==> src/rtl/controller_pkg.sv <==
// Shared controller definitions: instruction store geometry, loader states and
// checksum width.
package controller_pkg;

    localparam int INSTR_ADDR_WIDTH = 13;
    localparam int INSTR_DEPTH      = 8192;
    localparam int CSUM_WIDTH       = 32;

    typedef enum logic [2:0] {
        LD_IDLE    = 3'd0,
        LD_COLLECT = 3'd1,
        LD_WRITE   = 3'd2,
        LD_VERIFY  = 3'd3,
        LD_DONE    = 3'd4
    } loader_state_t;

endpackage

==> src/rtl/byte_word_packer.sv <==
// Little-endian 8->32 assembler: the first accepted byte lands in bits 7:0 and
// the fourth in bits 31:24. word_ready flags the fourth byte of each word.
module byte_word_packer (
    input  logic        clk,
    input  logic        reset,
    input  logic        clear,
    input  logic        accept,
    input  logic [7:0]  in_data,
    output logic [31:0] word,
    output logic        word_ready
);

    logic [1:0] byte_cnt;

    always_ff @(posedge clk or posedge reset) begin
        if (reset) begin
            word     <= '0;
            byte_cnt <= '0;
        end else if (clear) begin
            word     <= '0;
            byte_cnt <= '0;
        end else if (accept) begin
            word     <= {in_data, word[31:8]};
            byte_cnt <= byte_cnt + 2'd1;
        end
    end

    assign word_ready = accept && (byte_cnt == 2'd3);

endmodule

==> src/rtl/instruction_rom_loader.sv <==
// Avalon-MM initiator that loads the instruction RAM from a byte stream.
// Define INSTRUCTION_LOADER_VERIFY_EN to add read-back checksum verification.
module instruction_rom_loader
    import controller_pkg::*;
#(
    parameter int ADDR_WIDTH = INSTR_ADDR_WIDTH,
    parameter int DEPTH      = INSTR_DEPTH
) (
    input  logic                  clk,
    input  logic                  reset,
    input  logic                  start,
    input  logic [ADDR_WIDTH:0]   word_count,
    input  logic [7:0]            in_data,
    input  logic                  in_valid,
    output logic                  in_ready,
    output logic [ADDR_WIDTH-1:0] avm_address,
    output logic                  avm_chipselect,
    output logic                  avm_write,
    output logic [3:0]            avm_byteenable,
    output logic [31:0]           avm_writedata,
    output logic                  avm_debugaccess,
    output logic                  avm_clken,
    input  logic [31:0]           avm_readdata,
    output logic                  busy,
    output logic                  done,
    output logic                  error
);

    localparam int CW = ADDR_WIDTH + 1;

    loader_state_t state, state_nxt;
    logic [CW-1:0] wc_q;
    logic [CW-1:0] addr_q;
    logic          err_q;
    logic [31:0]   word;
    logic          word_ready;
    logic          accept;
    logic          last_wr;
    logic          bad_count;
    logic          zero_count;

    assign accept     = in_valid && in_ready;
    assign last_wr    = (addr_q + CW'(1)) == wc_q;
    assign zero_count = (word_count == '0);
    assign bad_count  = (word_count > CW'(DEPTH));

    byte_word_packer u_packer (
        .clk        (clk),
        .reset      (reset),
        .clear      (state == LD_IDLE && start),
        .accept     (accept),
        .in_data    (in_data),
        .word       (word),
        .word_ready (word_ready)
    );

`ifdef INSTRUCTION_LOADER_VERIFY_EN
    logic [CSUM_WIDTH-1:0] wr_sum;
    logic [CSUM_WIDTH-1:0] rd_sum;
    logic                  rd_pend;
    logic                  rd_issue;
    logic                  rd_last;

    assign rd_issue = (addr_q != wc_q);
    assign rd_last  = (state == LD_VERIFY) && !rd_issue;
`else
    logic unused_rd;
    assign unused_rd = ^avm_readdata;
`endif

    always_ff @(posedge clk or posedge reset) begin
        if (reset) state <= LD_IDLE;
        else       state <= state_nxt;
    end

    always_comb begin
        state_nxt = state;
        case (state)
            LD_IDLE: begin
                if (start) state_nxt = (zero_count || bad_count) ? LD_DONE : LD_COLLECT;
            end
            LD_COLLECT: begin
                if (word_ready) state_nxt = LD_WRITE;
            end
            LD_WRITE: begin
`ifdef INSTRUCTION_LOADER_VERIFY_EN
                if (last_wr) state_nxt = LD_VERIFY;
`else
                if (last_wr) state_nxt = LD_DONE;
`endif
                else         state_nxt = LD_COLLECT;
            end
`ifdef INSTRUCTION_LOADER_VERIFY_EN
            LD_VERIFY: begin
                if (rd_last) state_nxt = LD_DONE;
            end
`endif
            LD_DONE:  state_nxt = LD_IDLE;
            default:  state_nxt = LD_IDLE;
        endcase
    end

    // Address counter doubles as the write pointer and, after the last write,
    // as the verify read pointer.
    always_ff @(posedge clk or posedge reset) begin
        if (reset) begin
            wc_q   <= '0;
            addr_q <= '0;
            err_q  <= 1'b0;
        end else begin
            case (state)
                LD_IDLE: begin
                    if (start) begin
                        wc_q   <= word_count;
                        addr_q <= '0;
                        err_q  <= bad_count;
                    end
                end
                LD_WRITE: begin
`ifdef INSTRUCTION_LOADER_VERIFY_EN
                    addr_q <= last_wr ? '0 : addr_q + CW'(1);
`else
                    addr_q <= addr_q + CW'(1);
`endif
                end
`ifdef INSTRUCTION_LOADER_VERIFY_EN
                LD_VERIFY: begin
                    if (rd_issue) addr_q <= addr_q + CW'(1);
                    if (rd_last && ((rd_sum + avm_readdata) != wr_sum)) err_q <= 1'b1;
                end
`endif
                default: ;
            endcase
        end
    end

`ifdef INSTRUCTION_LOADER_VERIFY_EN
    // Read data lags its address by one cycle; rd_pend marks a cycle that
    // carries returned data.
    always_ff @(posedge clk or posedge reset) begin
        if (reset) begin
            wr_sum  <= '0;
            rd_sum  <= '0;
            rd_pend <= 1'b0;
        end else begin
            case (state)
                LD_IDLE: begin
                    if (start) begin
                        wr_sum  <= '0;
                        rd_sum  <= '0;
                        rd_pend <= 1'b0;
                    end
                end
                LD_WRITE: wr_sum <= wr_sum + word;
                LD_VERIFY: begin
                    rd_pend <= rd_issue;
                    if (rd_pend) rd_sum <= rd_sum + avm_readdata;
                end
                default: ;
            endcase
        end
    end
`endif

    always_comb begin
        in_ready        = (state == LD_COLLECT);
        busy            = (state == LD_COLLECT) || (state == LD_WRITE) || (state == LD_VERIFY);
        done            = (state == LD_DONE);
        avm_write       = (state == LD_WRITE);
        avm_chipselect  = (state == LD_WRITE);
`ifdef INSTRUCTION_LOADER_VERIFY_EN
        if (state == LD_VERIFY) avm_chipselect = rd_issue;
`endif
        avm_writedata   = (state == LD_WRITE) ? word : '0;
        avm_address     = addr_q[ADDR_WIDTH-1:0];
        avm_byteenable  = busy ? 4'hF : 4'h0;
        avm_debugaccess = busy;
        avm_clken       = busy;
        error           = err_q;
    end

endmodule

==> config.mk <==
export PLATFORM = sky130hd
export DESIGN_NAME = instruction_rom_loader
export DESIGN_NICKNAME = d
export VERILOG_FILES = /design/src/rtl/controller_pkg.sv /design/src/rtl/byte_word_packer.sv /design/src/rtl/instruction_rom_loader.sv
export SDC_FILE = /design/constraint.sdc
export NUM_CORES = 1
export LEC_CHECK = 0
export ABC_AREA = 1
export ABC_CLOCK_PERIOD_IN_PS = 2370
export BUFFER_PORTS_ARGS = -buffer_cell sky130_fd_sc_hd__buf_2
export CAP_MARGIN = 20
export CORE_MARGIN = 5
export CORE_UTILIZATION = 51
export DETAILED_ROUTE_END_ITERATION = 8
export PLACE_DENSITY = 0.8
export SLEW_MARGIN = 10
export SYNTH_ARGS = -nofsm -noshare
export SYNTH_HDL_FRONTEND = slang
export SYNTH_SLANG_ARGS = --single-unit
==> constraint.sdc <==
create_clock -name clk -period 2.37 [get_ports clk]
set_input_delay 0 -clock clk [delete_from_list [all_inputs] [get_ports clk]]
set_output_delay 0 -clock clk [all_outputs]
set_load 0.02 [all_outputs]
== Word-level counts from Yosys, hierarchy flattened ==
Index checks and enable logic that the tools add are counted.
Storage, ports and cells
  register bits after elaboration: 66
  bits in latches: 0
  memory bits (writable): 0
  bits in read-only memories: 0
  input bits: 58
  output and inout bits: 57
  word-level logic and storage cells: 43
  memories: 0
Operators by class
  add/subtract/negate cells: 2
  $mul: 0
  div/mod/pow operators: 0
  magnitude comparators: 1
  equality and inequality tests: 8
  shift-type cells: 0
  muxes and demuxes: 13
  bitwise logic cells: 0
  reduce and logical (&&, ||, !) cells: 13
Operators with widths (count)
  $mux 32: 3
  $pmux 14 s2: 1
  $add 14x1->14 const B: 1
  $eq 14x14->1: 1
  $gt 14x14->1 const B: 1
  $logic_not 14->1: 1
  $mux 14: 1
  $mux 3: 4
  $pmux 3 s3: 1
  $eq 3x2->1 const B: 2
  $reduce_and 2->1: 3
  $mux 2: 2
  $mux 4: 1
  $reduce_bool 2->1: 2
  $eq 3x1->1 const B: 1
  $eq 3x3->1 const B: 1
  $logic_and 1x1->1: 3
  $logic_not 3->1: 1
  $logic_or 1x1->1: 3
  $add 2x1->2 const B: 1
  $eq 2x2->1 const B: 1
  $ne 2x1->1 const B: 1
  $ne 2x2->1 const B: 1

== Longest topological paths before layout ==
  depth in word-level cells: 5
  depth in mapped cells: 15
  depth with buffers taken out: 15

== Cells and area by module ==
Synthesis repeated with hierarchy kept, for this count alone.
Unflattened totals
  cells, all modules: 518
  area, all modules: 3789.9 um^2
By module, submodules not included
  instruction_rom_loader: times used 1, cells each 365, area each 2297.2 um^2, seq. area each 800.8 um^2
  byte_word_packer: times used 1, cells each 153, area each 1492.7 um^2, seq. area each 850.8 um^2

== Worst setup path before layout ==
No wires, ideal clock.
  path kind: register to register
  start point: register addr_q[0]
  end point: register state[0]
  library setup time: 0.123 ns
  arrival time: 1.582 ns
  required time: 2.247 ns
  slack: 0.665 ns
  stages on the path, launching flop included: 15
  path buffers: 0
  clock period less this slack: 1.705 ns
  path through: dfrtp_1 ha_1 nand3_1 inv_1 nand2_1 nand2_1 nand2_1 nand2_1 nand3_1 nor2_1 nand2_1 o21bai_1 nand2_1 nand2_1 nand2_1
On the way
  word-level cells in the longest chain between the ends: 4
Ends and longest elaborated chain
  start, declared: line instruction_rom_loader.sv:33  | logic [CW-1:0] addr_q;
  start signal, assigned: line instruction_rom_loader.sv:123  | addr_q <= addr_q + CW'(1);
  $add 14x1->14: line instruction_rom_loader.sv:43  | assign last_wr = (addr_q + CW'(1)) == wc_q;
  $eq 14x14->1: line instruction_rom_loader.sv:43
  $mux 3: line instruction_rom_loader.sv:89  | if (last_wr) state_nxt = LD_DONE;
  $pmux 3 s3: line instruction_rom_loader.sv:78  | case (state)
  end signal, assigned: line instruction_rom_loader.sv:73  | else state <= state_nxt;
  end, declared: line instruction_rom_loader.sv:31  | loader_state_t state, state_nxt;
No other way between the ends.
A chain may end at the register's enable or synchronous reset.

== Worst setup path after layout ==
  start point: register addr_q[1]
  end point: register state[0]
Same word-level chain as after synthesis.

==> flow_summary.ini <==
[run_status]
status = finished, final reports clean

[die]
initial_core_util = 0.518
core-area_um2 = 6720
rows = 30
die_h_um = 92.6
ioPinCount = 115
die_area_um2 = 8580
fp.dieW_um = 92.6

[cells_and_area]
antenna_cells = 0
nFillCells = 584
final_cell_mix = nand2_1 (98), buf_2 (82), inv_1 (69)
fin_nets = 607
multi_input_area_um2 = 1350
area_growth_pct = 23.5
postLayoutCoreUtil = 0.640
final_common_cell = nand2_1
drive_above_1_share = 0.212
fin_area_um2 = 4300
seq_area_um2 = 1650

[yosys]
synth_edf_count = 0
synth_area_leader_cell = dfrtp_1
synth.distinct_cells = 24
synth_cells = 457
synth_top_area_frac = 0.474
ys.flop_type = dfrtp_1
yosys_warnings = 0
synth_area_um2 = 3480
ys_ff_latch = 66
synthTopCellsByArea = dfrtp_1 (47%), nand2_1 (11%), inv_1 (7.5%)
postSynth.asyncResetShare = 1.00
seq_area_frac_synth = 0.474
syn_area_per_cell_um2 = 7.62
synthesis.nets = 517

[clock_network]
htreeDepth = 3
clkSinkCount = 66
clkTransAtPathRegs_ns = 0.07
clk_latency_ns = 0.34
cts_tree = done
clockBufferDepth = 2
cts-root-buf = clkbuf_8
numCtsBuffers = 9

[pwr]
p_seq_frac = 0.397
power.leakage_nw = 2.21
ir_worst_vdd_v = 0.000471
pwr-share-clk = 0.256
pwr-share-comb = 0.346
p_sw_frac = 0.377
p_per_area_nw_per_um2 = 946
switchingPower_mw = 1.53
p_int_mw = 2.53

[route]
dr_total_vias = 3275
routed_via_density = 5.18
drc = 0
drt-initial-drc-count = 142
wire_per_inst_um = 13.8
ant_nets = 0
firstDrtPassIters = 5
drt_wl_total_um = 8730

[global_route]
grt_max_degree = 67
gr-total-overflow = 0
grt_pass1_vias = 3246
grt_use_total = 0.214
antenna_found_initial = 0
grt_pass1_wl_um = 14700

[worst_setup_path]
slowest_stage = dfrtp_1
critical_path.most_common_cell = nand2_1
cp_max_fo = 6
required_ns = 2.59
crit_type = flop to flop
arrival_ns = 2.18
critPathLaunchType = flop
crit_cells = 14
reg2reg_depth = 14
critPathBufInv = 1
worstSetupEndpointType = flop
max_stage_delay_ns = 0.45
crit_family = simple AND/OR/NAND/NOR gates
crit_chain = ha_1, nand3_1, inv_1, nand2_1, nand2_1, nand2_1, nand2_1, nand3_1, nor2_1, nand2_1, o21bai_1, nand2_1, nand2_1, nand2_1

[sta]
final-max-slew-violation-count = 0
post-route-period-util = 0.831
fmax_ghz = 0.508
tightest_slew_ns = 0.833
slew_headroom = 0.444
hold_violations = 0
finalSetupViolCount = 0
fin_crit_ns = 1.97
holdWs_ns = 0.0395
skew_ns = 0.0107
rsz0062_at_grt = no
finalSetupTns_ns = 0

[placed_design]
placed_area_um2 = 3840
dpl.hpwl_um = 5860
place.gp.congestion = 0.878
port_buffers = 82

[worst_hold_path]
worstHoldPathCells = 3
hp-class = primary input to flop

[run]
cap_violations = 0
through the flow:
stage	cells	worst slack [ns]	power [mW]
2_1_floorplan	457	0.665	2.70
3_3_place_gp	592	0.453	2.96
3_5_place_dp	592	0.421	3.01
4_1_cts	632	0.401	4.09
5_1_grt	632	0.0547	4.37
6_report	632	0.402	4.07
worst paths after layout:
check                          start        to  slack, ns
max                        addr_q[1]  state[0]       0.40
min reg2reg                    error     error       0.49
min in group asynchronous      reset   wc_q[3]       0.47
min                            start  state[2]       0.04
max reg2reg                addr_q[1]  state[0]       0.40
max in group asynchronous      reset     error       1.36
final cells by class:
class	instances	area share
flip-flops and latches	66	0.384
inverters	72	0.0629
multi-input cells	284	0.314
clock buffers	10	0.0297
clock inverters	6	0.0210
well taps	80	0.0233
repair buffers	114	0.165
cells by family after synthesis:
logic type,after synthesis,synth area share
flops,66,0.474
fa+ha+maj,2,0.00719
compound gates,63,0.105
simple gates,218,0.272
xor+xnor,1,0.00252
buf+inv,107,0.138
synth_stat cells (2+ instances only):
library cell,n
nand2_1,98
inv_1,70
dfrtp_1,66
nor2_1,56
nand3_1,39
o22ai_1,33
o21ai_0,26
buf_4,20
clkbuf_1,11
nand4_1,9
nand3b_1,7
buf_2,4
nand2_2,4
ha_1,2
inv_2,2
nor2_4,2
worst register-to-register path: stages, from the launching register on:
cell and delay [ns]:
dfrtp_1 0.45, ha_1 0.26, nand3_1 0.12, inv_1 0.15
nand2_1 0.09, nand2_1 0.08, nand2_1 0.05, nand2_1 0.05
nand3_1 0.06, nor2_1 0.13, nand2_1 0.09, o21bai_1 0.15
nand2_1 0.06, nand2_1 0.05, nand2_1 0.05
power by group through the flow:
stage	clock network (mW)	logic, mW	registers [mW]
after floorplan	0	1.10	1.60
after global placement	0	1.34	1.62
after detailed placement	0	1.37	1.63
after CTS	1.07	1.41	1.61
after global routing	1.11	1.61	1.65
final	1.04	1.41	1.61
flip-flops by register name (all words and copies together), names as in the netlist:
register           flops
addr_q                14
state                  3
wc_q                  14
error                  1
u_packer.byte_cnt      2
u_packer.word         32
per-layer routing:
layer	GRT usage	routed length (µm)
met1	0.251	3660
met2	0.381	4440
met3	0.0528	511
met4	0.0745	114
met5	0	0
what timing repair did:
| action | 4_1_cts | 5_1_grt |
|---|---|---|
| hold buffers | 24 | 0 |
| resized for setup | 0 | 0 |
| endpoints found under the hold margin | 89 | 0 |
| setup buffers | 0 | 0 |
No activity file was read; power rests on OpenSTA's default activity.
